### src/rtl/ex_mem_ctl_pkg.sv
`default_nettype none
// +----------------------------------------------------------------------+
// | Module   : ex_mem_ctl_pkg                                            |
// | Purpose  : Shared constants, the per-edge action type and its        |
// |            priority decoder for the EX/MEM pipeline register.        |
// | Revision : 1.0 - initial release                                     |
// +----------------------------------------------------------------------+
package ex_mem_ctl_pkg;

  // Reset is active-low for this block.
  localparam logic       c_rst_enable    = 1'b0;
  localparam logic       c_write_enable  = 1'b1;
  localparam logic       c_write_disable = 1'b0;
  localparam logic [4:0] c_nop_reg_addr  = 5'd0;
  localparam logic [31:0] c_zero_word    = 32'h0000_0000;
  localparam logic       c_stop          = 1'b1;
  localparam logic       c_no_stop       = 1'b0;
  localparam logic [7:0] c_exe_nop_op    = 8'h00;

  // What the register does on a given rising edge.
  typedef enum logic [2:0] {
    ACT_RESET   = 3'd0,
    ACT_FLUSH   = 3'd1,
    ACT_BUBBLE  = 3'd2,
    ACT_ADVANCE = 3'd3,
    ACT_HOLD    = 3'd4
  } action_e;

  // Priority: reset > flush > bubble > advance > hold.
  // The illegal combination (own stage running, MEM stopped) falls into
  // advance because only stall_cur is consulted there.
  function automatic action_e decode_action(
    input logic rst,
    input logic flush,
    input logic stall_cur,
    input logic stall_nxt
  );
    if (rst == c_rst_enable)
      return ACT_RESET;
    else if (flush)
      return ACT_FLUSH;
    else if (stall_cur == c_stop && stall_nxt == c_no_stop)
      return ACT_BUBBLE;
    else if (stall_cur == c_no_stop)
      return ACT_ADVANCE;
    else
      return ACT_HOLD;
  endfunction

endpackage
`default_nettype wire

### src/rtl/ex_mem_ctl_if.sv
`default_nettype none
// +----------------------------------------------------------------------+
// | Module   : ex_mem_ctl_if                                             |
// | Purpose  : Bundle of the EX-side inputs, stall/flush control and the |
// |            MEM-side / feedback outputs of the EX/MEM register.       |
// |   slave  : the pipeline register (consumes ex_*, drives mem_*)       |
// |   master : the surrounding pipeline (drives ex_*, consumes mem_*)    |
// | Revision : 1.0 - initial release                                     |
// +----------------------------------------------------------------------+
interface ex_mem_ctl_if #(
  parameter int DATA_W  = 32,
  parameter int REGA_W  = 5,
  parameter int ALUOP_W = 8,
  parameter int STALL_W = 6,
  parameter int CNT_W   = 2,
  parameter int BCNT_W  = 16
);
  logic [STALL_W-1:0]  stall;
  logic                flush;

  logic [REGA_W-1:0]   ex_wd;
  logic                ex_wreg;
  logic [DATA_W-1:0]   ex_wdata;
  logic                ex_whilo;
  logic [DATA_W-1:0]   ex_hi;
  logic [DATA_W-1:0]   ex_lo;
  logic [ALUOP_W-1:0]  ex_aluop;
  logic [DATA_W-1:0]   ex_mem_addr;
  logic [DATA_W-1:0]   ex_reg2;
  logic [2*DATA_W-1:0] hilo_i;
  logic [CNT_W-1:0]    cnt_i;

  logic [REGA_W-1:0]   mem_wd;
  logic                mem_wreg;
  logic [DATA_W-1:0]   mem_wdata;
  logic                mem_whilo;
  logic [DATA_W-1:0]   mem_hi;
  logic [DATA_W-1:0]   mem_lo;
  logic [ALUOP_W-1:0]  mem_aluop;
  logic [DATA_W-1:0]   mem_mem_addr;
  logic [DATA_W-1:0]   mem_reg2;
  logic [2*DATA_W-1:0] hilo_o;
  logic [CNT_W-1:0]    cnt_o;
  logic [BCNT_W-1:0]   bubble_cnt;

  modport slave (
    input  stall, flush,
    input  ex_wd, ex_wreg, ex_wdata, ex_whilo, ex_hi, ex_lo,
    input  ex_aluop, ex_mem_addr, ex_reg2, hilo_i, cnt_i,
    output mem_wd, mem_wreg, mem_wdata, mem_whilo, mem_hi, mem_lo,
    output mem_aluop, mem_mem_addr, mem_reg2, hilo_o, cnt_o, bubble_cnt
  );

  modport master (
    output stall, flush,
    output ex_wd, ex_wreg, ex_wdata, ex_whilo, ex_hi, ex_lo,
    output ex_aluop, ex_mem_addr, ex_reg2, hilo_i, cnt_i,
    input  mem_wd, mem_wreg, mem_wdata, mem_whilo, mem_hi, mem_lo,
    input  mem_aluop, mem_mem_addr, mem_reg2, hilo_o, cnt_o, bubble_cnt
  );
endinterface
`default_nettype wire

### src/rtl/ex_mem_ctl_sat_counter.sv
`default_nettype none
// +----------------------------------------------------------------------+
// | Module   : sat_counter                                               |
// | Purpose  : Up counter that sticks at all-ones instead of wrapping.   |
// |   clk   in  clock, rising edge                                       |
// |   clr   in  synchronous clear (wins over inc)                        |
// |   inc   in  count up by one                                          |
// |   count out current value                                            |
// | Revision : 1.0 - initial release                                     |
// +----------------------------------------------------------------------+
module sat_counter #(
  parameter int W = 16
) (
  input  wire logic         clk,
  input  wire logic         clr,
  input  wire logic         inc,
  output logic [W-1:0]      count
);
  logic [W-1:0] r_count;

  always_ff @(posedge clk) begin
    if (clr)
      r_count <= '0;
    else if (inc && (r_count != {W{1'b1}}))
      r_count <= r_count + W'(1);
  end

  assign count = r_count;
endmodule
`default_nettype wire

### src/rtl/ex_mem_ctl.sv
`default_nettype none
// +----------------------------------------------------------------------+
// | Module   : ex_mem_ctl                                                |
// | Purpose  : EX/MEM pipeline register with stall, bubble and flush.    |
// |            Also parks EX's multi-cycle accumulator while EX stalls   |
// |            and counts bubbles pushed into MEM.                       |
// |   clk  in  clock, rising edge                                        |
// |   rst  in  synchronous reset, active-low                             |
// |   bus  slave modport: stall/flush, ex_* in, mem_* / hilo_o / cnt_o / |
// |        bubble_cnt out (all outputs registered)                       |
// | Revision : 1.0 - initial release                                     |
// +----------------------------------------------------------------------+
module ex_mem_ctl
  import ex_mem_ctl_pkg::*;
#(
  parameter int DATA_W  = 32,
  parameter int REGA_W  = 5,
  parameter int ALUOP_W = 8,
  parameter int STALL_W = 6,
  parameter int STAGE   = 3,   // STAGE+1 is the MEM bit; keep STAGE < STALL_W-1
  parameter int CNT_W   = 2,
  parameter int BCNT_W  = 16
) (
  input  wire logic   clk,
  input  wire logic   rst,
  ex_mem_ctl_if.slave bus
);
  action_e w_action;
  logic    w_clear_mem;
  logic    w_unused;

  logic [REGA_W-1:0]   r_mem_wd;
  logic                r_mem_wreg;
  logic [DATA_W-1:0]   r_mem_wdata;
  logic                r_mem_whilo;
  logic [DATA_W-1:0]   r_mem_hi;
  logic [DATA_W-1:0]   r_mem_lo;
  logic [ALUOP_W-1:0]  r_mem_aluop;
  logic [DATA_W-1:0]   r_mem_mem_addr;
  logic [DATA_W-1:0]   r_mem_reg2;
  logic [2*DATA_W-1:0] r_hilo;
  logic [CNT_W-1:0]    r_cnt;

  always_comb begin
    w_action    = decode_action(rst, bus.flush, bus.stall[STAGE], bus.stall[STAGE+1]);
    // Reset, flush and bubble all present a NOP to MEM.
    w_clear_mem = (w_action == ACT_RESET) || (w_action == ACT_FLUSH) ||
                  (w_action == ACT_BUBBLE);
  end

  // Only two bits of the global stall vector matter to this stage.
  assign w_unused = ^bus.stall;

  always_ff @(posedge clk) begin
    if (w_clear_mem) begin
      r_mem_wd       <= REGA_W'(c_nop_reg_addr);
      r_mem_wreg     <= c_write_disable;
      r_mem_wdata    <= DATA_W'(c_zero_word);
      r_mem_whilo    <= c_write_disable;
      r_mem_hi       <= DATA_W'(c_zero_word);
      r_mem_lo       <= DATA_W'(c_zero_word);
      r_mem_aluop    <= ALUOP_W'(c_exe_nop_op);
      r_mem_mem_addr <= DATA_W'(c_zero_word);
      r_mem_reg2     <= DATA_W'(c_zero_word);
    end else if (w_action == ACT_ADVANCE) begin
      r_mem_wd       <= bus.ex_wd;
      r_mem_wreg     <= bus.ex_wreg;
      r_mem_wdata    <= bus.ex_wdata;
      r_mem_whilo    <= bus.ex_whilo;
      r_mem_hi       <= bus.ex_hi;
      r_mem_lo       <= bus.ex_lo;
      r_mem_aluop    <= bus.ex_aluop;
      r_mem_mem_addr <= bus.ex_mem_addr;
      r_mem_reg2     <= bus.ex_reg2;
    end
  end

  // Accumulator park: captured while EX is frozen behind a bubble, dropped
  // once EX advances (the multi-cycle op has completed) or is killed.
  always_ff @(posedge clk) begin
    case (w_action)
      ACT_RESET, ACT_FLUSH, ACT_ADVANCE: begin
        r_hilo <= '0;
        r_cnt  <= '0;
      end
      ACT_BUBBLE: begin
        r_hilo <= bus.hilo_i;
        r_cnt  <= bus.cnt_i;
      end
      default: ;
    endcase
  end

  sat_counter #(
    .W (BCNT_W)
  ) u_bubble_cnt (
    .clk   (clk),
    .clr   (w_action == ACT_RESET),
    .inc   (w_action == ACT_BUBBLE),
    .count (bus.bubble_cnt)
  );

  assign bus.mem_wd       = r_mem_wd;
  assign bus.mem_wreg     = r_mem_wreg;
  assign bus.mem_wdata    = r_mem_wdata;
  assign bus.mem_whilo    = r_mem_whilo;
  assign bus.mem_hi       = r_mem_hi;
  assign bus.mem_lo       = r_mem_lo;
  assign bus.mem_aluop    = r_mem_aluop;
  assign bus.mem_mem_addr = r_mem_mem_addr;
  assign bus.mem_reg2     = r_mem_reg2;
  assign bus.hilo_o       = r_hilo;
  assign bus.cnt_o        = r_cnt;
endmodule
`default_nettype wire

### src/flat_wrapper.sv
// flat-port wrapper written by rule: the top's interface ports become plain ports
module ex_mem_ctl_flat import ex_mem_ctl_pkg::*;
#(
  parameter int DATA_W  = 32,
  parameter int REGA_W  = 5,
  parameter int ALUOP_W = 8,
  parameter int STALL_W = 6,
  parameter int STAGE   = 3,                                                    
  parameter int CNT_W   = 2,
  parameter int BCNT_W  = 16
)
  (clk, rst, bus_stall, bus_flush, bus_ex_wd, bus_ex_wreg, bus_ex_wdata, bus_ex_whilo, bus_ex_hi, bus_ex_lo, bus_ex_aluop, bus_ex_mem_addr, bus_ex_reg2, bus_hilo_i, bus_cnt_i, bus_mem_wd, bus_mem_wreg, bus_mem_wdata, bus_mem_whilo, bus_mem_hi, bus_mem_lo, bus_mem_aluop, bus_mem_mem_addr, bus_mem_reg2, bus_hilo_o, bus_cnt_o, bus_bubble_cnt);
  ex_mem_ctl_if #(.DATA_W(DATA_W), .REGA_W(REGA_W), .ALUOP_W(ALUOP_W), .STALL_W(STALL_W), .CNT_W(CNT_W), .BCNT_W(BCNT_W)) bus_i ();
  input  wire logic clk;
  input  wire logic rst;
  input wire logic [$bits(bus_i.stall)-1:0] bus_stall;
  input wire logic [$bits(bus_i.flush)-1:0] bus_flush;
  input wire logic [$bits(bus_i.ex_wd)-1:0] bus_ex_wd;
  input wire logic [$bits(bus_i.ex_wreg)-1:0] bus_ex_wreg;
  input wire logic [$bits(bus_i.ex_wdata)-1:0] bus_ex_wdata;
  input wire logic [$bits(bus_i.ex_whilo)-1:0] bus_ex_whilo;
  input wire logic [$bits(bus_i.ex_hi)-1:0] bus_ex_hi;
  input wire logic [$bits(bus_i.ex_lo)-1:0] bus_ex_lo;
  input wire logic [$bits(bus_i.ex_aluop)-1:0] bus_ex_aluop;
  input wire logic [$bits(bus_i.ex_mem_addr)-1:0] bus_ex_mem_addr;
  input wire logic [$bits(bus_i.ex_reg2)-1:0] bus_ex_reg2;
  input wire logic [$bits(bus_i.hilo_i)-1:0] bus_hilo_i;
  input wire logic [$bits(bus_i.cnt_i)-1:0] bus_cnt_i;
  output wire logic [$bits(bus_i.mem_wd)-1:0] bus_mem_wd;
  output wire logic [$bits(bus_i.mem_wreg)-1:0] bus_mem_wreg;
  output wire logic [$bits(bus_i.mem_wdata)-1:0] bus_mem_wdata;
  output wire logic [$bits(bus_i.mem_whilo)-1:0] bus_mem_whilo;
  output wire logic [$bits(bus_i.mem_hi)-1:0] bus_mem_hi;
  output wire logic [$bits(bus_i.mem_lo)-1:0] bus_mem_lo;
  output wire logic [$bits(bus_i.mem_aluop)-1:0] bus_mem_aluop;
  output wire logic [$bits(bus_i.mem_mem_addr)-1:0] bus_mem_mem_addr;
  output wire logic [$bits(bus_i.mem_reg2)-1:0] bus_mem_reg2;
  output wire logic [$bits(bus_i.hilo_o)-1:0] bus_hilo_o;
  output wire logic [$bits(bus_i.cnt_o)-1:0] bus_cnt_o;
  output wire logic [$bits(bus_i.bubble_cnt)-1:0] bus_bubble_cnt;
  assign bus_i.stall = bus_stall;
  assign bus_i.flush = bus_flush;
  assign bus_i.ex_wd = bus_ex_wd;
  assign bus_i.ex_wreg = bus_ex_wreg;
  assign bus_i.ex_wdata = bus_ex_wdata;
  assign bus_i.ex_whilo = bus_ex_whilo;
  assign bus_i.ex_hi = bus_ex_hi;
  assign bus_i.ex_lo = bus_ex_lo;
  assign bus_i.ex_aluop = bus_ex_aluop;
  assign bus_i.ex_mem_addr = bus_ex_mem_addr;
  assign bus_i.ex_reg2 = bus_ex_reg2;
  assign bus_i.hilo_i = bus_hilo_i;
  assign bus_i.cnt_i = bus_cnt_i;
  assign bus_mem_wd = bus_i.mem_wd;
  assign bus_mem_wreg = bus_i.mem_wreg;
  assign bus_mem_wdata = bus_i.mem_wdata;
  assign bus_mem_whilo = bus_i.mem_whilo;
  assign bus_mem_hi = bus_i.mem_hi;
  assign bus_mem_lo = bus_i.mem_lo;
  assign bus_mem_aluop = bus_i.mem_aluop;
  assign bus_mem_mem_addr = bus_i.mem_mem_addr;
  assign bus_mem_reg2 = bus_i.mem_reg2;
  assign bus_hilo_o = bus_i.hilo_o;
  assign bus_cnt_o = bus_i.cnt_o;
  assign bus_bubble_cnt = bus_i.bubble_cnt;
  ex_mem_ctl #(.DATA_W(DATA_W), .REGA_W(REGA_W), .ALUOP_W(ALUOP_W), .STALL_W(STALL_W), .STAGE(STAGE), .CNT_W(CNT_W), .BCNT_W(BCNT_W)) u_core (.clk(clk), .rst(rst), .bus(bus_i));
endmodule
### config.mk
export PLATFORM = sky130hd
export DESIGN_NAME = ex_mem_ctl_flat
export DESIGN_NICKNAME = d
export VERILOG_FILES = /design/src/rtl/ex_mem_ctl_pkg.sv /design/src/rtl/ex_mem_ctl_if.sv /design/src/rtl/ex_mem_ctl_sat_counter.sv /design/src/rtl/ex_mem_ctl.sv /design/src/flat_wrapper.sv
export SDC_FILE = /design/constraint.sdc
export NUM_CORES = 1
export LEC_CHECK = 0
export CORE_AREA = 2 2 198 200
export CTS_CLUSTER_DIAMETER = 50
export DETAILED_ROUTE_END_ITERATION = 7
export DIE_AREA = 0 0 200 202
export SETUP_SLACK_MARGIN = 0.05
export SLEW_MARGIN = 25
export SYNTH_ARGS = -nofsm -noshare
export SYNTH_HDL_FRONTEND = slang
export SYNTH_SLANG_ARGS = --single-unit
export TNS_END_PERCENT = 1
### constraint.sdc
create_clock -name clk -period 4.5 [get_ports clk]
set_input_delay 0.9 -clock clk [delete_from_list [all_inputs] [get_ports clk]]
set_output_delay 0.9 -clock clk [all_outputs]
set_load 0.02 [all_outputs]
# Word level (Yosys, flattened, before mapping)
# Cells that the tools add are included.
dict set report totals {
  reg_bits 257
  in_bits 250
  output_inout_bits 257
}
dict set report op_classes {
  add_sub_neg 1
  n_eq_ne 4
  muxes 6
  n_bitwise 1
  n_reduce_logical 7
}
# cell count
set op_table {}
lappend op_table {{64-bit case mux with 2 select lines} 1}
lappend op_table {{16-bit by 1-bit adder with 16-bit output (second input constant)} 1}
lappend op_table {{16-bit inequality test (second input constant)} 1}
lappend op_table {{3-bit two-way mux} 4}
lappend op_table {{3-bit by 2-bit == test with 1-bit output (second input constant)} 2}
lappend op_table {{2-bit case mux with 2 select lines} 1}
lappend op_table {{3-bit by 1-bit == test with 1-bit output (second input constant)} 1}
lappend op_table {{3-bit zero test} 1}
lappend op_table {{3-bit OR reduction} 1}
lappend op_table {{1-bit logical AND} 2}
lappend op_table {{1-bit logical OR} 2}
lappend op_table {{2-bit nonzero test} 1}
lappend op_table {{1-bit inverter} 1}

# Depth between registers and ports, before layout
# Gate-level depths: netlist of run 1.
dict set report logic_depth {
  depth_word 8
  ltp_mapped 7
}

# Hierarchy
# A second synthesis of run 1 with hierarchy kept.
dict set report unflattened {
  cells_unflattened 1020
  hier_area_um2 10110.9
}
# mod instances cells_per_inst area_per_inst_um2 seq_area_each_um2
set by_module_without_submodules {}
lappend by_module_without_submodules {ex_mem_ctl 1 921 9262.6 5485.3}
lappend by_module_without_submodules {sat_counter 1 99 848.3 320.3}

# Least setup slack after synthesis of run 1
# Ideal clock, no wire load.
dict set report synth_timing {
  path_type {input-to-reg}
  startpoint {input rst}
  endpoint {register u_core.r_cnt[0], in the netlist u_core.bus.cnt_o[0] (enable)}
  t_arrival_ns 2.620
  setup_slack_ns 1.007
  path_stages 2
  path_cell_list {nor2b_1 > nand3_1}
}
dict set report synth_via {
  elab_chain_len 4
}
# item line
set synth_rtl {}
lappend synth_rtl {{start: declaration} flat_wrapper.sv:15} ;# input wire logic rst;
lappend synth_rtl {{3-bit two-way mux (*)} ex_mem_ctl_pkg.sv:38} ;# if (rst == c_rst_enable)
lappend synth_rtl {{3-bit by 2-bit == test with 1-bit output (tied with other cells)} ex_mem_ctl.sv:81} ;# case (w_action)
lappend synth_rtl {{3-bit OR reduction} ex_mem_ctl.sv:81}
lappend synth_rtl {{2-bit nonzero test (no line) (*)} --}
lappend synth_rtl {{end signal: assignment} ex_mem_ctl.sv:88} ;# r_cnt <= bus.cnt_i;
lappend synth_rtl {{end: declaration} ex_mem_ctl.sv:42} ;# logic [CNT_W-1:0] r_cnt;
# Mark *: on every way between the ends. The rest lies on a longest branch, timed or not.
# A chain may end at the register's enable or synchronous reset.

# Final worst setup path of run 1
dict set report layout_timing {
  startpoint {input rst}
  endpoint {register u_core.r_mem_reg2[0], in the netlist u_core.bus.mem_reg2[0]}
}
dict set report layout_via {
  elab_chain_len 4
}
# item line
set layout_rtl {}
lappend layout_rtl {{3-bit two-way mux (*)} ex_mem_ctl_pkg.sv:38}
lappend layout_rtl {{3-bit by 1-bit == test with 1-bit output / 3-bit zero test (equally long branches)} ex_mem_ctl.sv:47} ;# w_clear_mem = (w_action == ACT_RESET) || (w_action == ACT_FLUSH) ||
lappend layout_rtl {{1-bit logical OR (2 in a row)} ex_mem_ctl.sv:47}
lappend layout_rtl {{end signal: assignment} ex_mem_ctl.sv:64} ;# r_mem_reg2 <= DATA_W'(c_zero_word);
lappend layout_rtl {{end signal: assignment} ex_mem_ctl.sv:74} ;# r_mem_reg2 <= bus.ex_reg2;
lappend layout_rtl {{end: declaration} ex_mem_ctl.sv:40} ;# logic [DATA_W-1:0] r_mem_reg2;
# Marks and branches as above.

==> results of run 1 <==
[placed cells by master (no fill, tap or decap), drive strengths merged, types with 2 or more instances in the layout]
cell type / n
inv: 7
clkbuf: 46
buf: 10
o311ai: 3
dfxtp: 191
bufinv: 4
nand2: 361
or3: 5
nand2b: 3
nand3b: 2
and2: 66
a21oi: 184
clkdlybuf4s50: 502
nand4: 5
o31ai: 6
clkinvlp: 2
edfxtp: 66
or4: 5
or2: 2
nor4: 4
o21ai: 5
nand3: 4
clkinv: 7
mux2i: 4
[metrics by stage]
step | utilization [%] | instances
finish | 41.7 | 2020
global route | 41.7 | 2019
CTS | 41.7 | 2019
detailed placement | 38.5 | 1955
global placement | 38.5 | 1955
floorplan | - | 993
[worst max-delay path by stage]
stage | endpoint | depth (start not counted) | slack (ns)
after floorplan | u_core.bus.cnt_o[0] | 2 | 1.01
final | u_core.bus.mem_reg2[0] | 6 | 1.46
after CTS | u_core.bus.mem_reg2[0] | 6 | 1.43
after detailed placement | u_core.bus.mem_reg2[0] | 6 | 0.86
after global placement | u_core.bus.mem_wdata[31] | 6 | 0.92
after global routing | u_core.bus.mem_lo[9] | 6 | 1.26
[tightest hold or removal path, cell delays in order, from the launching register on]
cell	delay (ns)
dfxtp_1	0.30
nand2_1	0.05
a21oi_1	0.05
[final cells by class]
class	count	area (um^2)	area share, %
sequential	257	5810	36.4
antenna	1	2.50	0.0157
multi-input combinational	666	3130	19.6
inverter	2	7.51	0.0470
tap	518	648	4.06
clock buffer	46	980	6.14
timing repair buffer	512	5150	32.3
clock inverter	18	230	1.44
[layer usage]
| metal | routed length [um] | global-route usage (%) | up-vias |
|---|---|---|---|
| met5 | 26 | 0 | - |
| met4 | 629 | 4.52 | 4 |
| met3 | 4100 | 7.71 | 45 |
| met2 | 15300 | 26.1 | 380 |
| met1 | 11900 | 16.4 | 3977 |
| li1 | - | - | 4262 |
[state kept, by name, indices dropped and copies added (netlist names)]
signal and cells:
u_core.bus.mem_reg2 32, u_core.bus.mem_hi 32, u_core.bus.hilo_o 64, u_core.bus.mem_wd 5
u_core.bus.mem_wreg 1, u_core.bus.mem_lo 32, u_core.bus.cnt_o 2, u_core.bus.mem_mem_addr 32
u_core.bus.mem_wdata 32, u_core.bus.mem_whilo 1, u_core.bus.mem_aluop 8, u_core.u_bubble_cnt.count 16
[report_power, final]
part	internal, mW	total [mW]	switching [mW]
logic	0.293	0.508	0.215
registers	2.41	2.43	0.0185
clock network	1.79	2.87	1.07
[kinds of logic (layout without fill, tap and decap cells)]
| group | Yosys count | after routing | synth area share, % |
|---|---|---|---|
| other | 0 | 1 | 0 |
| AOI/OAI and AO/OA | 199 | 199 | 11.2 |
| buffers and inverters | 70 | 578 | 3.14 |
| and+or+nand+nor | 462 | 462 | 22.0 |
| muxes | 4 | 4 | 0.436 |
| DFF | 257 | 257 | 63.1 |
| adders and majority gates | 1 | 1 | 0.136 |
==> impl_metrics.toml, run 1 <==
[setup_path]
regToRegStartpoint = "u_core.u_bubble_cnt.count[0]"
cp_max_fo = 65
cp_cell_sequence = "clkdlybuf4s50_1 -> nor2b_1 -> nand2_4 -> buf_12 -> buf_12 -> a21oi_1"
worstSetupPathType = "in -> reg"
setup.worst_path.start = "rst"
cp_num_buf_inv = 3
cp_slowest_cell = "clkdlybuf4s50_1"
arrival_ns = 3.49
required_ns = 4.95
end_kind = "flop"
r2r_setup_slack_ns = 2.52
reg2regPathDepth = 5
path_delay_family = "buffers and inverters"
r2r-end = "u_core.u_bubble_cnt.count[14]"
cp_slowest_stage_delay_ns = 0.82
cp-start-kind = "input port"
crit_top_cell = "buf_12"

[sta]
clock_skew_ns = 0.0102
holdWs_ns = 0.451
slew-limit-headroom_pct = 31.6
worst_pin_slew_ns = 1.03
rsz0062_at_grt = "no"
fmax_mhz = 329
drv_slew = 0
min_period_ns = 3.04
final.setup.tns_ns = 0
period_share_pct = 67.5
setup_slack_ns = 1.46
final_hold_viol_count = 0
setup_viol = 0

[logic_synthesis]
async_flop_share_pct = 0
synth_common_cells = "nand2_1, dfxtp_1, a21oi_1"
yosys-top-cells-area = "dfxtp_1, edfxtp_1, nand2_1"
ys_ff_latch = 257
yosysMostFrequentCell = "nand2_1"
synthCells = 993
syn-num-nets = 1244
avgSynthCellArea_um2 = 9.26
yosysSeqAreaShare_pct = 63.1
yosys.area.top_type = "dfxtp_1"
yosys_warnings = 0
synth_top_area_share_pct = 41.6
synth_cell_types = 32
synth-edff-count = 66
synth_area_um2 = 9190
synth_ff_type = "dfxtp_1"

[detailed_routing]
drtIter0Drc = 397
wire_per_inst_um = 15.8
antenna_left = 0
post-route-drc-count = 0
post_drt_via_cell_ratio = 4.29
drt-total-wl_mm = 32.0
via_count = 8668
first_pass_iters = 5

[floorplanning]
placementRows = 72
start_util_pct = 24.0
pin_count = 507
die_h_um = 202
core_area_um2 = 38300
die_area_um2 = 40400
die_w_um = 200

[global_route]
grt_pass1_vias = 8498
track_usage_pct = 15.2
overflow = 0
grt_first_pass_wirelength_mm = 48.0
antenna_found_initial = 3
grt_max_degree = 94

[finish]
area_growth_pct = 73.6
layout.nets = 1727
drive_gt1_share_pct = 5.06
final_area_um2 = 16000
fillers = 3751

[power_and_ir_drop]
p_leak_nw = 5.46
power.total_mw = 5.80
ir_worst_vdd_mv = 0.252
power_density_nw_per_um2 = 364

[cts]
cts_resized = 0
numCtsBuffers = 37
clk_pin_slew_ns = 0.05
cts_hold_buffers = 0
postCtsSetupRepairBufs = 0
cts_sinks = 257
clockBufferDepth = 3
cts-root-buf = "clkbuf_16"
tritoncts = "built"
htree_levels = 2
worstSkewPairLatency_ns = 0.51

[outcome]
outcome = "finished clean"

[place]
dp_hpwl_mm = 22.6
dpl_worst_slack_ns = 0.858
placed_area_um2 = 14700
place.gp.congestion = 0.769
port_buffers = 502

[min_path]
min_from = "u_core.bus.mem_lo[14]"
whs_endpoint = "u_core.bus.mem_lo[14]"
whs_path_depth = 2
hold_path_class = "reg -> reg"

[flow_run]
cap_violations = 0
(Power assumes the default switching activity.)
==> run 2, diff against run 1 <==
- CORE_AREA: 2 2 198 200 -> 2 2 197 199
- DIE_AREA: 0 0 200 202 -> 0 0 199 201
- clock period: 4.5 -> 2.5 ns (I/O delays scaled with it)
==> impl_metrics.toml, run 2 (same netlist as run 1, synthesis figures left out) <==
[outcome]
outcome = "finished clean"

[sta]
setup_viol = 0
holdWs_ns = 0.450
clock_skew_ns = 0.00947
final.setup.tns_ns = 0
rsz0062_at_grt = "no"
fmax_mhz = 458
min_period_ns = 2.18
worst_pin_slew_ns = 0.469
slew-limit-headroom_pct = 68.5
period_share_pct = 87.3
final_hold_viol_count = 0
drv_slew = 0

[flow_run]
cap_violations = 0

[power_and_ir_drop]
ir_worst_vdd_mv = 0.562
power_density_nw_per_um2 = 638
p_leak_nw = 5.61

[global_route]
overflow = 0
grt_max_degree = 67
antenna_found_initial = 0
grt_pass1_vias = 8552
track_usage_pct = 15.6
grt_first_pass_wirelength_mm = 48.2

[finish]
multi_input_area_um2 = 3120
final_area_um2 = 16200
fillers = 3677
layout_commonest_cell = "clkdlybuf4s50_1"
layout_common_cells = "clkdlybuf4s50_1, nand2_1, dfxtp_1, a21oi_1"
seq_area_um2 = 5810
insertedDiodeCount = 0
largest_register_ffs = 64
area_growth_pct = 76.1
fin_util_pct = 42.5
layout.nets = 1752
finalNonFillerCells = 2042
drive_gt1_share_pct = 6.50

[cts]
worstSkewPairLatency_ns = 0.52
tritoncts = "built"
numCtsBuffers = 35
clk_pin_slew_ns = 0.05
cts-root-buf = "clkbuf_16"
cts_sinks = 257
clockBufferDepth = 3
cts_hold_buffers = 0
postCtsSetupRepairBufs = 0
htree_levels = 2
cts_resized = 0

[detailed_routing]
antenna_left = 0
wl_met3_mm = 3.77
wire_per_inst_um = 15.8
met1Wirelength_mm = 12.3
via_count = 8674
post-route-drc-count = 0
route.met2.wl_mm = 15.5
post_drt_via_cell_ratio = 4.25
drtIter0Drc = 382
first_pass_iters = 4
top_layer = "met4"
drt-total-wl_mm = 32.4

[floorplanning]
start_util_pct = 24.1
placementRows = 72
die_w_um = 199
die_area_um2 = 40000
pin_count = 507
die_h_um = 201
core_area_um2 = 38100

[place]
placed_area_um2 = 15000
place.gp.congestion = 0.793
port_buffers = 502
dp_hpwl_mm = 23.8
dp.cells = 1982

[setup_path]
cp_num_buf_inv = 1
cp-start-kind = "flop"
worstSetupPathType = "reg -> out"
cp_max_fo = 6
path_delay_family = "buffers and inverters"
cp_cell_sequence = "clkdlybuf4s50_1"
r2r_setup_slack_ns = 0.46
cp_slowest_stage_delay_ns = 0.74
end_kind = "output port"
cp_slowest_cell = "clkdlybuf4s50_1"
required_ns = 2.00
arrival_ns = 1.68

[min_path]
hold_path_class = "reg -> reg"
==> run 2: per-stage QoR <==
| stage | setup slack (ns) | power (mW) |
|---|---|---|
| final | 0.316 | 10.3 |
| after global routing | 0.224 | 10.7 |
| after CTS | 0.237 | 10.5 |
| after detailed placement | 0.0151 | 5.43 |
| after global placement | 0.0162 | 5.42 |
| after floorplan | 0.224 | 4.76 |
==> run 2: report_power, final <==
| group | internal (mW) | leakage, nW | switching, mW |
|---|---|---|---|
| combinational | 0.560 | 2.71 | 0.398 |
| clock | 3.14 | 0.572 | 1.86 |
| sequential | 4.34 | 2.33 | 0.0327 |
==> run 2: worst paths after layout <==
path                                              startpoint                            to  depth (start not counted)
worst max-delay path            u_core.u_bubble_cnt.count[2]             bus_bubble_cnt[2]                          1
worst min-delay path                  u_core.bus.mem_reg2[0]        u_core.bus.mem_reg2[0]                          2
worst max register to register  u_core.u_bubble_cnt.count[0]  u_core.u_bubble_cnt.count[2]                          6
worst min register to register        u_core.bus.mem_reg2[0]        u_core.bus.mem_reg2[0]                          2
==> run 2: layout make-up <==
| class | instances | share of cell area (%) |
|---|---|---|
| clock buffer | 47 | 6.20 |
| multi-input combinational | 666 | 19.3 |
| timing repair buffer | 539 | 33.6 |
| inverter | 2 | 0.0464 |
| sequential | 257 | 35.9 |
| tap | 518 | 4.00 |
| clock inverter | 13 | 0.997 |
==> run 2: layer usage <==
metal	track usage, %	vias to the layer above
met2	26.6	364
li1	-	4306
met3	6.89	59
met1	17.0	3945
met4	5.60	0
met5	0	-
==> run 3, diff against run 2 <==
- SLEW_MARGIN: 25 -> not set
==> results of run 3 <==
No change in the layout: final DEF, timing and power equal those of run 2.
